## src/rtl/pong_ball_engine.sv

```systemverilog
// Pong ball engine: serve/play/score sequencing, paddle and wall bounces, and ball render.
// Game state advances only on the frame tick (last active pixel of the frame).
module pong_ball_engine #(
    parameter int H_RES            = 640,
    parameter int V_RES            = 480,
    parameter int BALL_W           = 8,
    parameter int BALL_H           = 8,
    parameter int PAD_W            = 10,
    parameter int PAD_H            = 90,
    parameter int PAD1_X           = 10,
    parameter int PAD2_X           = 620,
    parameter int STEP_X           = 2,
    parameter int STEP_X_MAX       = 6,
    parameter int DY_MAX           = 3,
    parameter int HITS_PER_SPEEDUP = 4,
    parameter int FRAME_DIV        = 1,
    parameter int SERVE_FRAMES     = 60,
    localparam int XW              = $clog2(H_RES),
    localparam int YW              = $clog2(V_RES)
) (
    input  logic          clk_in,
    input  logic          i_rst,
    input  logic          enablePong,
    input  logic          o_active,
    input  logic [XW-1:0] o_x,
    input  logic [YW-1:0] o_y,
    input  logic [YW-1:0] pos_yBarra1,
    input  logic [YW-1:0] pos_yBarra2,
    output logic          pointPlayer1,
    output logic          pointPlayer2,
    output logic          color,
    output logic [XW-1:0] ball_x,
    output logic [YW-1:0] ball_y,
    output logic          serving
);
    localparam int SW   = ((XW > YW) ? XW : YW) + 2;
    localparam int CMAX = (SERVE_FRAMES > FRAME_DIV) ? SERVE_FRAMES : FRAME_DIV;
    localparam int CW   = $clog2(CMAX + 1);
    localparam int HW   = $clog2(HITS_PER_SPEEDUP + 1);

    localparam logic signed [SW-1:0] C_ZERO = SW'(0);
    localparam logic signed [SW-1:0] C_BW1  = SW'(BALL_W - 1);
    localparam logic signed [SW-1:0] C_BH1  = SW'(BALL_H - 1);
    localparam logic signed [SW-1:0] C_BH2  = SW'(BALL_H / 2);
    localparam logic signed [SW-1:0] C_P1_L = SW'(PAD1_X);
    localparam logic signed [SW-1:0] C_P1_R = SW'(PAD1_X + PAD_W - 1);
    localparam logic signed [SW-1:0] C_P2_L = SW'(PAD2_X);
    localparam logic signed [SW-1:0] C_P2_R = SW'(PAD2_X + PAD_W - 1);
    localparam logic signed [SW-1:0] C_PH1  = SW'(PAD_H - 1);
    localparam logic signed [SW-1:0] C_Z1   = SW'(PAD_H / 3);
    localparam logic signed [SW-1:0] C_Z2   = SW'(2 * PAD_H / 3);
    localparam logic signed [SW-1:0] C_DY   = SW'(DY_MAX);
    localparam logic signed [SW-1:0] C_XMAX = SW'(H_RES - BALL_W);
    localparam logic signed [SW-1:0] C_YMAX = SW'(V_RES - BALL_H);
    localparam logic [XW-1:0]        C_CX   = XW'((H_RES - BALL_W) / 2);
    localparam logic [YW-1:0]        C_CY   = YW'((V_RES - BALL_H) / 2);

    typedef enum logic [1:0] {
        S_IDLE  = 2'd0,
        S_SERVE = 2'd1,
        S_PLAY  = 2'd2,
        S_SCORE = 2'd3
    } state_t;

    state_t                r_state, w_state_n;
    logic [XW-1:0]         r_ball_x, r_step_x;
    logic [YW-1:0]         r_ball_y;
    logic signed [SW-1:0]  r_dy;
    logic [HW-1:0]         r_hits;
    logic [CW-1:0]         r_frame_cnt;
    logic                  r_dx_left, r_serve_left, r_point1, r_point2, r_color, r_serving;

    logic                  w_ft, w_move, w_enter_serve, w_cor;
    logic                  w_hit1, w_hit2, w_hit, w_goal1, w_goal2, w_dx_left_n, w_hits_wrap;
    logic signed [SW-1:0]  w_bx, w_by, w_p1, w_p2, w_step, w_ox, w_oy;
    logic signed [SW-1:0]  w_yc_raw, w_yc, w_zone_dy, w_dy_n, w_dy_abs, w_nx, w_ny, w_y_wall, w_dy_wall;
    logic [HW-1:0]         w_hits_n;
    logic [XW-1:0]         w_step_n;

    assign w_ft          = (o_x == XW'(H_RES - 1)) && (o_y == YW'(V_RES - 1));
    assign w_move        = (r_state == S_PLAY) && w_ft && (r_frame_cnt == CW'(FRAME_DIV - 1));
    assign w_enter_serve = enablePong && (((r_state == S_IDLE) && w_ft) || (r_state == S_SCORE));

    assign w_bx   = {{(SW-XW){1'b0}}, r_ball_x};
    assign w_by   = {{(SW-YW){1'b0}}, r_ball_y};
    assign w_p1   = {{(SW-YW){1'b0}}, pos_yBarra1};
    assign w_p2   = {{(SW-YW){1'b0}}, pos_yBarra2};
    assign w_step = {{(SW-XW){1'b0}}, r_step_x};
    assign w_ox   = {{(SW-XW){1'b0}}, o_x};
    assign w_oy   = {{(SW-YW){1'b0}}, o_y};

    assign w_cor = o_active && enablePong && (w_ox >= w_bx) && (w_ox <= w_bx + C_BW1)
                   && (w_oy >= w_by) && (w_oy <= w_by + C_BH1);

    // Paddle, goal and wall resolution for one move, all from the pre-move position.
    always_comb begin
        w_yc      = C_ZERO;
        w_zone_dy = C_ZERO;
        w_y_wall  = C_ZERO;
        w_dy_wall = C_ZERO;
        w_hit1 = r_dx_left && (w_bx <= C_P1_R) && (w_bx + C_BW1 >= C_P1_L)
                 && (w_by + C_BH1 >= w_p1) && (w_by <= w_p1 + C_PH1);
        w_hit2 = !r_dx_left && (w_bx <= C_P2_R) && (w_bx + C_BW1 >= C_P2_L)
                 && (w_by + C_BH1 >= w_p2) && (w_by <= w_p2 + C_PH1);
        w_hit  = w_hit1 || w_hit2;
        w_yc_raw = w_by + C_BH2 - (w_hit1 ? w_p1 : w_p2);
        if (w_yc_raw < C_ZERO) w_yc = C_ZERO;
        else if (w_yc_raw > C_PH1) w_yc = C_PH1;
        else w_yc = w_yc_raw;
        if (w_yc < C_Z1) w_zone_dy = -C_DY;
        else if (w_yc < C_Z2) w_zone_dy = C_ZERO;
        else w_zone_dy = C_DY;
        w_dx_left_n = w_hit1 ? 1'b0 : (w_hit2 ? 1'b1 : r_dx_left);
        w_dy_n      = w_hit ? w_zone_dy : r_dy;
        w_goal2     = !w_hit && r_dx_left && (w_bx < w_step);
        w_goal1     = !w_hit && !r_dx_left && (w_bx + w_step > C_XMAX);
        w_nx        = w_dx_left_n ? (w_bx - w_step) : (w_bx + w_step);
        w_ny        = w_by + w_dy_n;
        w_dy_abs    = (w_dy_n < C_ZERO) ? -w_dy_n : w_dy_n;
        if (w_ny <= C_ZERO) begin
            w_y_wall  = C_ZERO;
            w_dy_wall = w_dy_abs;
        end else if (w_ny >= C_YMAX) begin
            w_y_wall  = C_YMAX;
            w_dy_wall = -w_dy_abs;
        end else begin
            w_y_wall  = w_ny;
            w_dy_wall = w_dy_n;
        end
        w_hits_wrap = (r_hits == HW'(HITS_PER_SPEEDUP - 1));
        w_hits_n    = w_hits_wrap ? HW'(0) : r_hits + HW'(1);
        w_step_n    = (w_hits_wrap && (r_step_x < XW'(STEP_X_MAX))) ? r_step_x + XW'(1) : r_step_x;
    end

    // Next-state logic; a low enable overrides every state.
    always_comb begin
        w_state_n = r_state;
        if (!enablePong) begin
            w_state_n = S_IDLE;
        end else begin
            case (r_state)
                S_IDLE:  w_state_n = w_ft ? S_SERVE : S_IDLE;
                S_SERVE: w_state_n = (w_ft && (r_frame_cnt == CW'(SERVE_FRAMES - 1))) ? S_PLAY : S_SERVE;
                S_PLAY:  w_state_n = (w_move && (w_goal1 || w_goal2)) ? S_SCORE : S_PLAY;
                S_SCORE: w_state_n = S_SERVE;
                default: w_state_n = S_IDLE;
            endcase
        end
    end

    // State register and its registered serve flag.
    always_ff @(posedge clk_in or negedge i_rst) begin
        if (!i_rst) begin
            r_state   <= S_IDLE;
            r_serving <= 1'b0;
        end else begin
            r_state   <= w_state_n;
            r_serving <= (w_state_n == S_SERVE);
        end
    end

    // Ball position, direction, speed, frame counting and score pulses.
    always_ff @(posedge clk_in or negedge i_rst) begin
        if (!i_rst) begin
            r_ball_x     <= C_CX;
            r_ball_y     <= C_CY;
            r_dx_left    <= 1'b0;
            r_dy         <= C_ZERO;
            r_step_x     <= XW'(STEP_X);
            r_hits       <= HW'(0);
            r_frame_cnt  <= CW'(0);
            r_serve_left <= 1'b0;
            r_point1     <= 1'b0;
            r_point2     <= 1'b0;
            r_color      <= 1'b0;
        end else begin
            r_point1 <= 1'b0;
            r_point2 <= 1'b0;
            r_color  <= w_cor;
            if (!enablePong || w_enter_serve) begin
                r_ball_x    <= C_CX;
                r_ball_y    <= C_CY;
                r_dy        <= C_ZERO;
                r_step_x    <= XW'(STEP_X);
                r_hits      <= HW'(0);
                r_frame_cnt <= CW'(0);
                if (w_enter_serve) r_dx_left <= r_serve_left;
            end else if (w_ft && (r_state == S_SERVE)) begin
                r_frame_cnt <= (r_frame_cnt == CW'(SERVE_FRAMES - 1)) ? CW'(0) : r_frame_cnt + CW'(1);
            end else if (w_ft && (r_state == S_PLAY)) begin
                if (!w_move) begin
                    r_frame_cnt <= r_frame_cnt + CW'(1);
                end else begin
                    r_frame_cnt <= CW'(0);
                    if (w_goal1 || w_goal2) begin
                        // The conceding side receives the next serve; ball stays put until SCORE.
                        r_point1     <= w_goal1;
                        r_point2     <= w_goal2;
                        r_serve_left <= w_goal2;
                    end else begin
                        r_ball_x  <= XW'(w_nx);
                        r_ball_y  <= YW'(w_y_wall);
                        r_dx_left <= w_dx_left_n;
                        r_dy      <= w_dy_wall;
                        if (w_hit) begin
                            r_hits   <= w_hits_n;
                            r_step_x <= w_step_n;
                        end
                    end
                end
            end
        end
    end

    assign pointPlayer1 = r_point1;
    assign pointPlayer2 = r_point2;
    assign color        = r_color;
    assign ball_x       = r_ball_x;
    assign ball_y       = r_ball_y;
    assign serving      = r_serving;
endmodule

```

## config.mk

```make
export PLATFORM = sky130hd
export DESIGN_NAME = pong_ball_engine
export DESIGN_NICKNAME = d
export VERILOG_FILES = /design/src/rtl/pong_ball_engine.sv
export SDC_FILE = /design/constraint.sdc
export NUM_CORES = 1
export LEC_CHECK = 0
export BUFFER_PORTS_ARGS = -buffer_cell sky130_fd_sc_hd__buf_2
export CORE_MARGIN = 2
export CORE_UTILIZATION = 30
export CTS_CLUSTER_SIZE = 20
export DETAILED_ROUTE_END_ITERATION = 10
export PLACE_DENSITY = 0.57
export SYNTH_ARGS = -nofsm -noshare
export SYNTH_HDL_FRONTEND = slang
export SYNTH_SLANG_ARGS = --single-unit
```

## constraint.sdc

```tcl
create_clock -name clk_in -period 9.2 [get_ports clk_in]
set_input_delay 1.84 -clock clk_in [delete_from_list [all_inputs] [get_ports clk_in]]
set_output_delay 1.84 -clock clk_in [all_outputs]
set_load 0.05 [all_outputs]
```

**Word level (Yosys, flattened, before mapping)**

Index checks and enable logic that the tools add are counted.

- Output and inout port bits: 23
- Memories: 0
- Bits in latches: 0
- ROM bits: 0
- RAM bits: 0
- Input bits: 41
- Word-level logic and storage cells: 176
- Flip-flop bits (word level): 58

- Reductions and logical operators: 45
- Multiplexer cells: 69
- Shifts and indexed selects: 0
- Divide/modulo/power cells: 0
- Bitwise logic cells: 2
- $mul: 0
- Equality and inequality tests: 11
- $lt $le $gt $ge: 22
- $add $sub $neg: 14

Operators by type and width:

| kind | count |
|---|---|
| 12-bit 2-to-1 mux | 12 |
| 10-bit 2-to-1 mux | 13 |
| 9-bit 2-to-1 mux | 8 |
| 6-bit 2-to-1 mux | 5 |
| 1-bit logical AND | 26 |
| 12-bit negator | 2 |
| 3-bit 2-to-1 mux | 7 |
| 9-bit by 3-bit adder with 10-bit output, second input constant | 2 |
| 9-bit by 7-bit adder with 10-bit output, second input constant | 2 |
| 9-bit by 10-bit less-or-equal comparator with 1-bit output | 2 |
| 1-bit 2-to-1 mux | 20 |
| 5-bit AND reduction | 3 |
| 10-bit by 12-bit adder with 12-bit output | 1 |
| 12-bit by 10-bit >= comparator with 1-bit output | 1 |
| 12-bit by 10-bit >= comparator with 1-bit output, second input constant | 1 |
| 12-bit by 5-bit >= comparator with 1-bit output, second input constant | 1 |
| 10-bit by 12-bit less-or-equal comparator with 1-bit output | 1 |
| 11-bit by 12-bit less-or-equal comparator with 1-bit output | 1 |
| 12-bit by 1-bit less-or-equal comparator with 1-bit output, second input constant | 1 |
| 12-bit by 1-bit < comparator with 1-bit output, second input constant | 1 |
| 12-bit by 6-bit < comparator with 1-bit output, second input constant | 1 |
| 12-bit by 7-bit < comparator with 1-bit output, second input constant | 1 |
| 10-bit by 10-bit adder with 11-bit output | 1 |
| 10-bit by 3-bit adder with 11-bit output, second input constant | 1 |
| other kinds (34) | 49 |

**Depth between registers and ports, before layout**

Gate-level depths: netlist of the first run.

- Word-level depth: 24
- Gate-level depth with buffers: 42
- Depth with buffers taken out: 39

**Least setup slack after synthesis of the first run**

OpenSTA, ideal clock, no wires.

- Path type: input to register
- Start: in pos_yBarra1[0]
- End: reg r_dy[4]
- Cell stages on the path: 39
- Path slack: -441 ps
- Required time: 9122 ps
- Setup time: 78 ps
- Arrival time: 9563 ps
- Cells stage by stage: ha_1 -> a21oi_1 -> a21o_1 -> a21oi_1 -> xnor2_1 -> ha_1 -> o21ai_0 -> nor2_1 -> o32a_1 -> o221ai_1 -> and4b_1 -> nand2_1 -> clkbuf_1 -> clkbuf_1 -> a21oi_1 -> ha_1 -> ha_1 -> inv_1 -> [3 not listed] -> o211ai_1 -> a221o_1 -> o31ai_1 -> nand2b_1 -> mux2_4 -> ha_1 -> fa_1 -> nand3_1 -> nand2_1 -> xor2_1 -> or4_1 -> or3_1 -> nor4_1 -> a211oi_1 -> and3_1 -> nor2b_1 -> or4_1 -> a21oi_1

- Cells in the longest elaborated chain, start to end: 22
- Elaborated cells on any way between the ends: 39
- Classes of those cells: 5 x add/sub; 9 x order compare; 1 x eq/ne; 14 x mux; 10 x reduce/logical

Ends and longest elaborated chain:

| item | line | text |
|---|---|---|
| start, declared | 27 | `input logic [YW-1:0] pos_yBarra1,` |
| 9-bit by 7-bit adder with 10-bit output / 12-bit by 10-bit >= comparator with 1-bit output (equally long branches) | 102 | `&& (w_by + C_BH1 >= w_p1) && (w_by <= w_p1 + C_PH1);` |
| 9-bit by 10-bit less-or-equal comparator with 1-bit output / 1-bit logical AND (equally long branches) | 102 |  |
| 1-bit logical AND | 102 |  |
| 9-bit 2-to-1 mux | 106 | `w_yc_raw = w_by + C_BH2 - (w_hit1 ? w_p1 : w_p2);` |
| 10-bit by 9-bit subtractor with 11-bit output | 106 |  |
| 11-bit by 8-bit > comparator with 1-bit output | 108 | `else if (w_yc_raw > C_PH1) w_yc = C_PH1;` |
| 12-bit 2-to-1 mux | 108 |  |
| 12-bit 2-to-1 mux | 107 | `if (w_yc_raw < C_ZERO) w_yc = C_ZERO;` |
| [6 not listed] | n/a |  |
| 12-bit negator | 125 | `w_dy_wall = -w_dy_abs;` |
| 12-bit 2-to-1 mux | 123 | `end else if (w_ny >= C_YMAX) begin` |
| 12-bit 2-to-1 mux | 120 | `if (w_ny <= C_ZERO) begin` |
| 12-bit 2-to-1 mux | 195 | `if (w_goal1 \|\| w_goal2) begin` |
| 12-bit 2-to-1 mux | 191 | `if (!w_move) begin` |
| 12-bit 2-to-1 mux | 190 | `end else if (w_ft && (r_state == S_PLAY)) begin` |
| 12-bit 2-to-1 mux | 188 | `end else if (w_ft && (r_state == S_SERVE)) begin` |
| 12-bit 2-to-1 mux | 180 | `if (!enablePong \|\| w_enter_serve) begin` |
| end signal, assigned | 204 | `r_dy <= w_dy_wall;` |
| end, declared | 68 | `logic signed [SW-1:0] r_dy;` |

Several ways; a longest one is shown, not always the timed one. The select of a mux whose other input is x is not followed.
A chain may end at the register's enable or synchronous reset.

**Worst setup path after layout of the first run**

Ends and elaborated chain as after synthesis.

==> results of run 1 <==
## Yosys cell counts (16+ instances only)
cell	count	area share
nor3_1	31	0.019
nand3_1	33	0.020
o211ai_1	22	0.020
inv_1	92	0.042
nor2_1	95	0.043
a21o_1	16	0.015
xnor2_1	49	0.052
a21oi_1	71	0.043
o21ai_0	54	0.033
nor2b_1	19	0.014
o21a_1	27	0.025
clkbuf_1	20	0.0091
nand2b_1	17	0.013
nand2_1	64	0.029
ha_1	131	0.20
dfrtp_1	47	0.14
## per-layer routing
metal,up-vias,global-route usage
li1,4108,-
met1,3997,0.240
met2,179,0.311
met3,30,0.0194
met4,0,0.0390
met5,-,0
## state kept, by name, indices dropped and copies added, names as in the netlist
register,flops
ball_x,10
ball_y,9
color,1
pointPlayer1,1
pointPlayer2,1
r_dx_left,1
r_dy,12
r_frame_cnt,6
r_hits,3
r_serve_left,1
r_state,2
r_step_x,10
serving,1
## cells in the final DEF, fill, tap and decap left out, drive strengths merged, types with 10 or more instances in the layout
master  netlist  routed
inv          94      94
nand2        64      64
o21ai        60      60
nand3        33      33
nor4         16      16
o211ai       22      22
nand2b       17      17
nor3         31      31
buf          14     167
nor2         95      95
nor2b        20      20
xnor2        49      49
clkbuf       20      12
a21oi        73      73
xor2         15      15
a31oi        10      10
ha          131     131
nand4        15      15
o21a         27      27
dfrtp        47      47
a211oi       17      17
dfstp        11      11
a21o         17      17
## final cells by class
type / count / area, sq um
clock inverters: 4 / 73.8
clock buffers: 12 / 256
flip-flops and latches: 58 / 1470
well taps: 341 / 427
inverters: 94 / 353
repair buffers: 167 / 1150
fillers: 2724 / 16600
multi-input cells: 859 / 6650
## critical path, delay by kind of cell
family          cells  cell delay [ns]
fa+ha+maj           6             1.62
simple gates       12             2.57
mux                 1             0.28
xor+xnor            2             0.29
compound gates     13             2.33
buf+inv             3             0.31
## cells by family after synthesis
| logic type | Yosys count |
|---|---|
| AOI/OAI and AO/OA | 307 |
| xor gates and xnor gates | 64 |
| adders and majority gates | 137 |
| buffers and inverters | 128 |
| DFF | 58 |
| muxes | 12 |
| and+or+nand+nor | 339 |
## path summary, 6_finish.rpt
path / to / cells after the start / slack, ns
setup / recovery: r_dy[4]$_DFFE_PN0P_ / 37 / 0.22
hold / removal: r_hits[2]$_DFFE_PN0P_ / 2 / 0.51
setup reg to reg: r_dy[4]$_DFFE_PN0P_ / 38 / 0.84
hold reg to reg: r_hits[2]$_DFFE_PN0P_ / 2 / 0.51
max in group asynchronous: ball_y[0]$_DFFE_PN0P_ / 2 / 7.00
min in group asynchronous: pointPlayer2$_DFF_PN0_ / 2 / 1.68
## power by group through the flow
stage	registers (mW)	logic [mW]	clock network [mW]
after floorplan	0.260	0.0819	0
after global placement	0.260	0.140	0
after detailed placement	0.260	0.141	0
after CTS	0.256	0.143	0.387
after global routing	0.255	0.165	0.400
final	0.256	0.147	0.380
## repair_timing
action | in CTS | in global routing
buffers inserted | 0 | 6
setup endpoints to repair | 2 | 18
gates resized for setup | 3 | 77
pin swaps | 0 | 20
==> summary.txt, run 1 <==
Outcome: complete, no violations
Fraction of synthesized area in multiplexers: 0.0162
RSZ-0062 raised after global routing: true
Logic gate share of total power: 0.188
Clock-pin slew reported for the worst setup and hold paths after clock tree synthesis: 0.06 ns
Site row count: 60
First DRT Iteration DRCs: 454
Start-to-end type of the worst setup path: primary input to flip-flop
Global-route wire length before repair: 41,600 microns
Post-detailed-placement cell area: 9660 sq um
Post-synthesis average cell area: 7.89 sq um
Internal portion of total power: 0.575 mW
Count of warnings emitted by yosys: 0
DRC violation count after routing: 0
IO Pins: 64
Aggregate global routing overflow: 0
Number of instances in the placed design: 1,513
Final std cell area, no fill: 10,400 sq um
Share of final-layout standard cells stronger than drive strength 1: 0.236
Overall global routing resource usage: 0.179
P&R area growth vs syn: 25.9%
TritonCTS buffer count: 9
Wire per inst: 16.9 microns
Routed wl met3: 883 microns
Arrival time of the worst setup path: 9.25 ns
Worst Skew: 0.00871 ns
Metal-1 WL: 12,100 microns
Share of flip-flops with an asynchronous set or reset: 1.00
Post-synthesis cell count: 1,045
Final worst setup slack: 0.215 ns
Register bit count reported by yosys: 58
PD cells: 75.4 nW/um^2
Maximum net fanout on the critical path: 8
Post-place setup slack: -0.346 ns
TritonCTS clock tree: done
Largest voltage drop on the vdd net: 0.0712 mV
Die outline area: 28,800 sq um
Hold crit path type: flip-flop to flip-flop
Final antenna-violating net count: 0
Origin of the critical flop-to-flop path: ball_y[0]$_DFFE_PN0P_
Leak Pwr: 4.73 nW
Number of violations of the max-capacitance limit: 0
Core Footprint: 27,000 sq um
Final count of pins violating max slew: 0
Final Wtd Congestion: 0.962
Vertical extent of the die: 170 microns
Setup-violating endpoint count in the final report: 0
Max stage delay cell, worst path: fa_1
Buffers from clock root to sink, at most: 2
Met2 routed wirelength: 12,600 microns
Final clock period utilization by the worst path: 0.977
Cell Count, Final, Fillers Out: 1,535
Clock power frac: 0.486
Reported net switching power: 0.208 mW
Number of global-route vias before repair: 8,028
H-Tree Depth: 3
Number of enable flip-flop cells after synthesis: 0
Effective utilization at floorplan: 0.306
Shortest clock period the worst path allows after layout: 8.98 ns
Portion of the post-synthesis area used by sequential elements: 0.178
Worst hold slack across all endpoints: 0.505 ns
Crit path from: pos_yBarra1[0]
Data required time of the worst path: 9.46 ns
Post-CTS Hold Fix Bufs: 0
Net count reported at finish: 1,366
HPWL Detailed: 20,100 microns
Adder-cell area share of the yosys netlist: 0.212
Share of total power consumed by net switching: 0.266
Slew @ Worst Pin: 1.10 ns
Final core occ: 0.385
CTS root buf: clkbuf_16
Number of distinct library cells after synthesis: 82
Share of synthesized cell area in and, or, nand and nor gates: 0.207
Compound-Gate Fraction of Synth Area: 0.256
Diode insertion count for antenna repair: 0
Clock latency of the later-clocked register in the worst-skew pair: 0.34 ns
Antenna violations before repair: 0
Top routing layer in use: met4
Max Clock Freq: 111 MHz
Hold path start: r_hits[2]$_DFFE_PN0P_
Kind of start point of the critical path: primary input
Fraction of synthesized cell area in xor and xnor cells: 0.0680
Length of the first detailed-routing pass in iterations: 5
WL final: 26,000 microns
Pin count of the biggest net entering global routing: 59
Max_slew headroom: 0.270
Sinks on Clock Net: 58
Final Hold Viols: 0
Total vias in the final route: 8,314
Sequential fraction of design power: 0.326
Port Buffers: 63
Post-synthesis cell area: 8250 sq um
Endpoint class of the critical path: flip-flop
Maximum single-stage delay on the critical path: 0.51 ns
Chip width: 170 microns
Number of vias per cell after detailed routing: 5.42
Syn nets: 1,222
Combinational family with the most area after synthesis: compound AO/OA/AOI/OAI gates
Primary FF master, synth: dfrtp_1
Post-layout total power: 0.783 mW
Final setup TNS: 0 ns
Power figures use the tool's default switching activity.
==> inputs of run 2 (changes only) <==
--- a/config.mk
+++ b/config.mk
@@ -7,10 +7,11 @@
 export LEC_CHECK = 0
 export BUFFER_PORTS_ARGS = -buffer_cell sky130_fd_sc_hd__buf_2
 export CORE_MARGIN = 2
-export CORE_UTILIZATION = 30
+export CORE_UTILIZATION = 25
 export CTS_CLUSTER_SIZE = 20
 export DETAILED_ROUTE_END_ITERATION = 10
-export PLACE_DENSITY = 0.57
+export PLACE_DENSITY = 0.51
+export SETUP_SLACK_MARGIN = 0.4
 export SYNTH_ARGS = -nofsm -noshare
 export SYNTH_HDL_FRONTEND = slang
 export SYNTH_SLANG_ARGS = --single-unit
==> summary.txt, run 2 (synthesis gave the netlist of run 1 again) <==
Start-to-end type of the worst setup path: primary input to flip-flop
Sinks on Clock Net: 58
Antenna violations before repair: 2
Final worst setup slack: 0.112 ns
Worst path buffer plus inverter count: 2
Total vias in the final route: 8,465
DRC violation count after routing: 0
Chip width: 186 microns
Final std cell area, no fill: 11,100 sq um
Diode insertion count for antenna repair: 0
Kind of cell adding the most delay to the critical path: simple AND/OR/NAND/NOR gates
Maximum single-stage delay on the critical path: 0.48 ns
Number of instances in the placed design: 1,612
Largest voltage drop on the vdd net: 0.0805 mV
Buffers from clock root to sink, at most: 2
Net count reported at finish: 1,411
WL final: 28,000 microns
Final clock period utilization by the worst path: 0.988
Length of the first detailed-routing pass in iterations: 6
Final count of pins violating max slew: 0
PD cells: 73.0 nW/um^2
Cell Count, Final, Fillers Out: 1,680
Post-CTS Hold Fix Bufs: 0
Number of global-route vias before repair: 8,336
Fill cell total of the finished layout: 3,467
Arrival time of the worst setup path: 9.37 ns
Vertical extent of the die: 186 microns
Global-route wire length before repair: 44,200 microns
RSZ-0062 raised after global routing: true
Slew @ Worst Pin: 1.02 ns
Aggregate global routing overflow: 0
Clock-pin slew reported for the worst setup and hold paths after clock tree synthesis: 0.06 ns
Data required time of the worst path: 9.48 ns
TritonCTS clock tree: done
Wire per inst: 16.7 microns
Worst Skew: 0.0120 ns
Final antenna-violating net count: 0
Core Footprint: 32,500 sq um
Number of flip-flops in the largest register: 12
Post-place setup slack: -0.434 ns
Overall global routing resource usage: 0.163
Outcome: complete, no violations
Crit path top cell by count: a21oi_2
IO Pins: 64
Clock latency of the later-clocked register in the worst-skew pair: 0.34 ns
Pin count of the biggest net entering global routing: 59
Shortest clock period the worst path allows after layout: 9.09 ns
Max_slew headroom: 0.323
TritonCTS buffer count: 9
Final Wtd Congestion: 0.876
Reg-to-reg slack, setup: 0.37 ns
Most used cells in the layout excluding fill and tap cells: buf_4, ha_1, nor2_1
H-Tree Depth: 3
Endpoint class of the critical path: flip-flop
Most common cell after layout, fill and taps aside: buf_4
Max stage delay cell, worst path: or4_1
P&R area growth vs syn: 35.2%
Effective utilization at floorplan: 0.253
Hold crit path type: flip-flop to flip-flop
Share of final-layout standard cells stronger than drive strength 1: 0.286
Site row count: 66
Number of violations of the max-capacitance limit: 0
CTS root buf: clkbuf_16
Kind of start point of the critical path: primary input
Port Buffers: 63
Leak Pwr: 5.01 nW
Final Hold Viols: 0
HPWL Detailed: 21,100 microns
First DRT Iteration DRCs: 390
Die outline area: 34,500 sq um
Number of vias per cell after detailed routing: 5.04
Setup-violating endpoint count in the final report: 0
Most flops, register: r_dy
Max Clock Freq: 110 MHz
Post-detailed-placement cell area: 9840 sq um
Maximum net fanout on the critical path: 5
run 2: changes by cell type in the layout (fill, tap and decap cells not counted), moves of 3 or more:
cell / before / now
ha_4: 3 / 6
a21oi_1: 63 / 57
buf_6: 9 / 21
ha_1: 124 / 119
buf_4: 95 / 127
a21oi_2: 9 / 13
nand3_1: 29 / 25
nand3_2: 4 / 8
run 2: worst paths after layout:
path	startpoint	endpoint	depth (start not counted)
max	pos_yBarra1[1]	r_dy[4]$_DFFE_PN0P_	38
min	r_hits[2]$_DFFE_PN0P_	r_hits[2]$_DFFE_PN0P_	2
max reg2reg	ball_y[0]$_DFFE_PN0P_	r_dy[4]$_DFFE_PN0P_	38
min reg2reg	r_hits[2]$_DFFE_PN0P_	r_hits[2]$_DFFE_PN0P_	2
max in group asynchronous	i_rst	color$_DFF_PN0_	2
min in group asynchronous	i_rst	r_dy[9]$_DFFE_PN0P_	2
run 2: worst min-delay path: stages (launching register included):
cell and delay, ns:
dfrtp_1 0.38, nand2_1 0.06, a31oi_1 0.03
run 2: metrics by stage:
step / hold WS [ns] / power (mW) / utilization / TNS (ns)
after detailed placement: 0.494 / 0.400 / 0.302 / -4.83
after CTS: 0.502 / 0.811 / 0.330 / 0
after floorplan: 0.472 / 0.342 / - / 0
final: 0.506 / 0.814 / 0.343 / 0
after global routing: 0.544 / 0.851 / 0.343 / -2.08
after global placement: 0.490 / 0.399 / 0.302 / -1.78
run 2: timing repair:
item,4_1_cts,5_1_grt
setup buffers,36,16
gates resized for setup,68,48
setup endpoints to repair,20,20
pin swaps,29,19
cloned,1,0
run 2: power by group:
group / switching [mW] / internal, mW
Combinational: 0.0914 / 0.0866
Sequential: 0.0000129 / 0.256
Clock: 0.130 / 0.250
Total: 0.221 / 0.592
run 2: metal layers:
layer | GRT usage | wire, microns
met5 | 0 | 0
met1 | 0.212 | 13000
met4 | 0.0409 | 491
met2 | 0.282 | 13400
met3 | 0.0213 | 1130
run 2: area by class of cell:
class | instances | area (sq um) | area share
Timing Repair Buffer | 211 | 1530 | 0.137
Sequential cell | 58 | 1470 | 0.131
Inverter | 94 | 353 | 0.0316
Multi-Input combinational cell | 860 | 6920 | 0.621
Clock buffer | 11 | 253 | 0.0227
Clock inverter | 4 | 75.1 | 0.00673
Tap cell | 442 | 553 | 0.0496
==> inputs of run 3 (changes only) <==
==> constraint.sdc (replaced) <==
create_clock -name clk_in -period 8 [get_ports clk_in]
set_input_delay 1.6 -clock clk_in [delete_from_list [all_inputs] [get_ports clk_in]]
set_output_delay 1.6 -clock clk_in [all_outputs]
set_load 0.05 [all_outputs]
==> summary.txt, run 3 (synthesis gave the netlist of run 1 again) <==
Kind of start point of the critical path: primary input
HPWL Detailed: 22,300 microns
Max Clock Freq: 116 MHz
Slew @ Worst Pin: 1.06 ns
Most common cell after layout, fill and taps aside: buf_4
PD cells: 79.3 nW/um^2
Final antenna-violating net count: 0
Die outline area: 34,500 sq um
Leak Pwr: 5.24 nW
Maximum single-stage delay on the critical path: 0.48 ns
Shortest clock period the worst path allows after layout: 8.65 ns
Number of violations of the max-capacitance limit: 0
Aggregate global routing overflow: 0
Critical Path Sink: r_dy[4]$_DFFE_PN0P_
Number of global-route vias before repair: 8,764
Total vias in the final route: 8,643
Sinks on Clock Net: 58
Max stage delay cell, worst path: or4_1
Diode insertion count for antenna repair: 0
Worst hold slack across all endpoints: 0.502 ns
Largest voltage drop on the vdd net: 0.0891 mV
Arrival time of the worst setup path: 8.93 ns
Share of final-layout standard cells stronger than drive strength 1: 0.310
TritonCTS buffer count: 9
Site row count: 66
Antenna violations before repair: 0
Chip width: 186 microns
Violations in the final reports: setup timing
Outcome: finished, violations left
IO Pins: 64
Final clock period utilization by the worst path: 1.08
Final worst setup slack: -0.648 ns
Crit path from: pos_yBarra1[1]
Final count of pins violating max slew: 0
Port Buffers: 63
Final core occ: 0.352
Data required time of the worst path: 8.28 ns
First DRT Iteration DRCs: 380
Worst Reg-to-Reg Cells: 35
Worst Hold Depth: 2
Most used cells in the layout excluding fill and tap cells: buf_4, ha_1, nor2_1
P&R area growth vs syn: 38.7%
Clock latency of the later-clocked register in the worst-skew pair: 0.35 ns
Hold crit path type: flip-flop to flip-flop
Multi-input logic area: 6800 sq um
End of the worst register-to-register path: r_dy[4]$_DFFE_PN0P_
Endpoint class of the critical path: flip-flop
Most flops, register: r_dy
Hold path start: r_hits[2]$_DFFE_PN0P_
Final Wtd Congestion: 0.875
Worst Skew: 0.0128 ns
Length of the first detailed-routing pass in iterations: 4
Crit path top cell by count: buf_4
CTS root buf: clkbuf_16
Global-route wire length before repair: 45,600 microns
Overall global routing resource usage: 0.168
Buffers from clock root to sink, at most: 2
TritonCTS clock tree: done
Origin of the critical flop-to-flop path: ball_y[2]$_DFFE_PN1P_
WL final: 28,600 microns
DRC violation count after routing: 0
Number of flip-flops in the largest register: 12
Clock-pin slew reported for the worst setup and hold paths after clock tree synthesis: 0.06 ns
Fill cell total of the finished layout: 3,443
Wire per inst: 16.4 microns
Final Hold Viols: 0
Setup-violating endpoint count in the final report: 20
Number of instances in the placed design: 1,679
Number of vias per cell after detailed routing: 4.98
Max_slew headroom: 0.296
Pin count of the biggest net entering global routing: 59
Sequential cell area: 1470 sq um
H-Tree Depth: 3
Reg-to-reg slack, setup: -0.20 ns
Net count reported at finish: 1,467
Effective utilization at floorplan: 0.253
RSZ-0062 raised after global routing: true
Post-CTS Hold Fix Bufs: 0
Vertical extent of the die: 186 microns
Start-to-end type of the worst setup path: primary input to flip-flop
Maximum net fanout on the critical path: 6
Cell Count, Final, Fillers Out: 1,737
Core Footprint: 32,500 sq um
run 3: cell types whose count changed in the layout (fill, tap and decap cells not counted), sizes merged:
| cell | change |
|---|---|
| inv | +1 |
| bufinv | -1 |
| buf | +57 |
| clkinvlp | +1 |
| nand2 | -1 |
run 3: layout make-up:
type	count	area share
clock inverters	5	0.00536
inverters	94	0.0308
clock buffers	11	0.0221
flip-flops and latches	58	0.128
well taps	442	0.0483
multi-input cells	859	0.594
repair buffers	268	0.171
run 3: worst max-delay path, delay by kind of cell:
family	cells	cell delay, ns
xor+xnor	2	0.29
compound gates	12	1.74
buf+inv	5	0.57
mux	1	0.28
fa+ha+maj	6	1.58
simple gates	14	2.86
run 3: repair_timing:
item / CTS / global route
pin swaps: 22 / 18
gates resized for setup: 53 / 36
endpoints found under the setup margin: 20 / 20
setup buffers: 33 / 9
run 3: how the worst min path moves through the flow:
stage                                          end  slack, ns
after floorplan           r_serve_left$_DFFE_PN0P_       0.47
after global placement       r_hits[2]$_DFFE_PN0P_       0.49
after detailed placement     r_hits[2]$_DFFE_PN0P_       0.50
after CTS                    r_hits[2]$_DFFE_PN0P_       0.50
after global routing         r_hits[2]$_DFFE_PN0P_       0.53
final                        r_hits[2]$_DFFE_PN0P_       0.50
run 3: where the power goes:
part | switching, mW | internal, mW | leakage (nW) | total [mW]
Sequential | 0.0000107 | 0.294 | 0.773 | 0.294
Combinational | 0.102 | 0.0959 | 4.33 | 0.198
Clock | 0.157 | 0.259 | 0.144 | 0.416
Total | 0.258 | 0.649 | 5.24 | 0.907
run 3: per-layer routing:
layer	track usage	part of all wire	wire length, microns
met2	0.289	0.47	13400
met5	0	0	0
met4	0.0557	0.025	711
met1	0.214	0.47	13400
met3	0.0239	0.037	1040
run 3: metrics by stage:
step	TNS [ns]	area [sq um]	setup WS, ns	power, mW
after floorplan	-11.27	8470	-0.926	0.394
after global placement	-18.12	10400	-1.13	0.465
after detailed placement	-20.60	10400	-1.28	0.466
after CTS	-9.52	11200	-0.621	0.905
after global routing	-18.17	11400	-1.06	0.947
final	-10.06	11400	-0.648	0.907
